**src/rtl/cpu_pkg.sv**
```systemverilog
// rtl/cpu_pkg.sv - shared address type and next-PC select encoding
package cpu_pkg;
  localparam int ADDR_W = 8;

  typedef logic [ADDR_W-1:0] addr_t;

  typedef enum logic {
    PC_SRC_INC    = 1'b0,
    PC_SRC_BRANCH = 1'b1
  } pc_src_e;
endpackage

```
**src/rtl/pc_next_logic.sv**
```systemverilog
// rtl/pc_next_logic.sv - combinational next-PC: sequential increment or PC-relative branch
module pc_next_logic
  import cpu_pkg::*;
#(
  parameter int WIDTH = ADDR_W
) (
  input  logic [WIDTH-1:0] pc,
  input  logic [WIDTH-1:0] immediate,
  input  pc_src_e          pc_src,
  output logic [WIDTH-1:0] pc_next
);

  // Two's-complement offset needs no sign handling: modulo-2^WIDTH add does it.
  always_comb begin
    pc_next = pc + WIDTH'(1);
    if (pc_src == PC_SRC_BRANCH) begin
      pc_next = pc + immediate;
    end
  end

endmodule

```
**src/rtl/program_counter.sv**
```systemverilog
// rtl/program_counter.sv - PC register with synchronous reset; next value from pc_next_logic
module program_counter
  import cpu_pkg::*;
#(
  parameter int               WIDTH      = ADDR_W,
  parameter logic [WIDTH-1:0] RESET_ADDR = '0
) (
  input  logic [WIDTH-1:0] immediate,
  input  logic             PCSrc,
  input  logic             clk,
  input  logic             reset,
  output logic [WIDTH-1:0] PC
);

  logic [WIDTH-1:0] pc_next;

  pc_next_logic #(
    .WIDTH(WIDTH)
  ) u_pc_next_logic (
    .pc       (PC),
    .immediate(immediate),
    .pc_src   (pc_src_e'(PCSrc)),
    .pc_next  (pc_next)
  );

  always_ff @(posedge clk) begin
    if (reset) begin
      PC <= RESET_ADDR;
    end else begin
      PC <= pc_next;
    end
  end

endmodule

```
**config.mk**
```make
export PLATFORM = sky130hd
export DESIGN_NAME = program_counter
export DESIGN_NICKNAME = d
export VERILOG_FILES = /design/src/rtl/cpu_pkg.sv /design/src/rtl/pc_next_logic.sv /design/src/rtl/program_counter.sv
export SDC_FILE = /design/constraint.sdc
export NUM_CORES = 1
export LEC_CHECK = 0
export CAP_MARGIN = 0
export CORE_AREA = 4 4 41 43
export CTS_CLUSTER_DIAMETER = 80
export DETAILED_ROUTE_END_ITERATION = 6
export DIE_AREA = 0 0 45 47
export GPL_TIMING_DRIVEN = 0
export PLACE_DENSITY = 0.78
export REMOVE_ABC_BUFFERS = 1
export SYNTH_ARGS = -nofsm -noshare
export SYNTH_HDL_FRONTEND = slang
export SYNTH_SLANG_ARGS = --single-unit
```
**constraint.sdc**
```tcl
create_clock -name clk -period 5.1 [get_ports clk]
set_input_delay 1.02 -clock clk [delete_from_list [all_inputs] [get_ports clk]]
set_output_delay 1.02 -clock clk [all_outputs]
set_load 0.05 [all_outputs]
```
==> results_dict.tcl <==
set metrics [dict create \
    hold_path.class "flip-flop to flip-flop" \
    slew_viol_final 0 \
    drtIter0Drc 10 \
    finalSetupViolCount 0 \
    synthCells 66 \
    path_class "input pin to flip-flop" \
    io_pins 19 \
    max-cap-violations 0 \
    hold_viol_final 0 \
    worstSetupStartpointType "input pin" \
    period_minus_slack_ps 2850 \
    post_drt_wl_per_cell_um 11.9 \
    arrival_ps 3050 \
    start_util_pct 44.6 \
    clk_pin_slew_ps 50 \
    holdWs_ps 604 \
    crit_fanout 8 \
    cts-hold-fix-buffers 0 \
    grt_max_degree 10 \
    design.die.area_um2 2120 \
    max_freq_ghz 0.351 \
    layout_common_cells "clkdlybuf4s50_1 (18), dfxtp_1 (8), ha_1 (7)" \
    die_y_um 47 \
    largest_reg_flops 8 \
    max-slew-margin-rel_pct 66.3 \
    status "finished clean" \
    grtUsageTotal_pct 12.5 \
    synth-simple-area-share_pct 25.2 \
    drt_wl_total_um 1200 \
    p_leak_nw 0.347 \
    synth_seq_cells 8 \
    core_area_um2 1300 \
    cts_tree "yes" \
    antenna_found_initial 0 \
    drt-vias-per-instance 5.33 \
    finClkSkew_ps 3.86 \
    ys.warnings.count 0 \
    layout.nets 107 \
    largestRegisters "PC (8)" \
    drt_pass1_iterations 4 \
    grt_pass1_wl_um 1860 \
    root_buffer "clkbuf_4" \
    power.internal_uw 163 \
    synth_top_area_share_pct 27.6 \
    antenna_cells 0 \
    drive_above_1_share_pct 4.65 \
    max_flop_register "PC" \
    grt-ovfl-total 0 \
    rsz0062_at_grt "no" \
    fillers 130 \
    stdcell_count 101 \
    cts_setup_buffers 0 \
    power-per-cell-area_nw_per_um2 358 \
    period_share_pct 55.8 \
    layout.cells.most_common "clkdlybuf4s50_1" \
    peakVddDrop_mv 0.258 \
    worstMarginPinSlew_ps 504 \
    yosysSeqAreaShare_pct 27.6 \
    combPwrFrac_pct 53.5 \
    drc 0 \
    ant_nets 0 \
    dp.cells 98 \
    avgSynthCellArea_um2 8.80 \
    synthXorXnorAreaFrac_pct 1.51 \
    synth_top_cell_by_area "dfxtp_1" \
    htree_levels 1 \
    clock_latency_ps 250 \
    fin_tns_setup_ps 0 \
    dpl.hpwl_um 953 \
    p_switching_uw 120 \
    gp_congestion 0.750 \
    cp_data_required_time_ps 5300 \
    cts_resized 0 \
    pwr-share-clk_pct 17.0 \
    swShare_pct 42.3 \
    p_seq_share_pct 29.5 \
    clockBufferDepth 2 \
    synth_adder_area_share_pct 18.5 \
    vias 538 \
    grt_pass1_vias 438 \
    ys_types 29 \
    fp.dieW_um 45 \
    row_count 13 \
    synth-compound-area-share_pct 22.6 \
    synth_top_family_by_area "simple AND/OR/NAND/NOR gates" \
    crit_path_end_kind "flip-flop" \
    syn-cell-area_um2 581 \
    clkSinkCount 8 \
    yosys-top-cells-area "dfxtp_1 (28%), ha_1 (15%), and2_1 (5.4%)" \
    numCtsBuffers 3 \
    io_buffer_count 18 \
    syn_to_final_growth_pct 36.2 \
    synthMuxAreaShare_pct 0 \
]
stage by stage:
stage	power [mW]	worst slack (ps)	util, %	area (µm²)
2_1_floorplan	0.190	2740	-	569
3_5_place_dp	0.237	1960	59.0	768
4_1_cts	0.286	2230	60.8	791
6_report	0.283	2250	60.8	791
5_1_grt	0.301	2100	60.8	791
3_3_place_gp	0.233	2000	59.0	768
layout make-up:
cell class                      count  area (µm²)  area share [%]
Sequential cell                     8         160            20.3
Inverter                            4        15.0            1.90
Clock buffer                        3        22.5            2.85
Multi-Input combinational cell     53         394            49.8
Tap cell                           15        18.8            2.37
Timing Repair Buffer               18         180            22.8
final timing paths:
kind	startpoint	end	slack (ps)	depth (start not counted)
worst max-delay path	PCSrc	PC[7]$_SDFF_PP0_	2250	8
worst min-delay path	PC[0]$_SDFF_PP0_	PC[0]$_SDFF_PP0_	600	2
worst min register to register	PC[0]$_SDFF_PP0_	PC[0]$_SDFF_PP0_	600	2
worst max register to register	PC[0]$_SDFF_PP0_	PC[6]$_SDFF_PP0_	3400	7
worst max-delay path: stages:
cell and delay [ps]:
clkdlybuf4s50_1 620, nand2_1 150, inv_1 90, ha_1 240
a211oi_2 280, nor3_1 110, or4_1 470, nand2_1 70
cell families (layout without fill, tap and decap cells):
| kind of cell | after synthesis | after routing |
|---|---|---|
| xor gates and xnor gates | 1 | 1 |
| DFF | 8 | 8 |
| buffers and inverters | 5 | 25 |
| and+or+nand+nor | 26 | 26 |
| AOI/OAI and AO/OA | 18 | 18 |
| adders and majority gates | 8 | 8 |
cells in the mapped netlist:
library cell,number
nand3_1,1
or4_1,1
inv_1,4
o211ai_1,1
nand3b_1,1
a21oi_1,2
o21bai_1,1
ha_1,7
nor2b_1,3
dfxtp_1,8
nand2b_1,2
nand4b_1,1
and2_1,5
o311ai_1,1
nand2_1,4
o21ai_0,3
o21ai_1,1
a211oi_1,1
o21a_1,2
nor2_1,2
a211oi_2,1
o31a_1,2
buf_6,1
nor3_1,5
o211a_1,1
a21o_1,2
nor3b_1,1
fa_1,1
xor2_1,1
power groups by stage:
stage | Sequential (mW) | Combinational [mW] | Clock, mW
5_1_grt | 0.0855 | 0.162 | 0.0537
2_1_floorplan | 0.130 | 0.0602 | 0
6_report | 0.0834 | 0.152 | 0.0482
3_5_place_dp | 0.0851 | 0.151 | 0
3_3_place_gp | 0.0841 | 0.149 | 0
4_1_cts | 0.0836 | 0.152 | 0.0504
layer usage:
metal,share of wire (%),vias to the layer above,track usage (%)
met4,0.91,0,3.51
met3,7.6,2,7.28
met5,0,-,0
li1,-,284,-
met1,46,239,15.1
met2,45,13,18.9
Note: power is estimated with default switching activity, not from simulation.
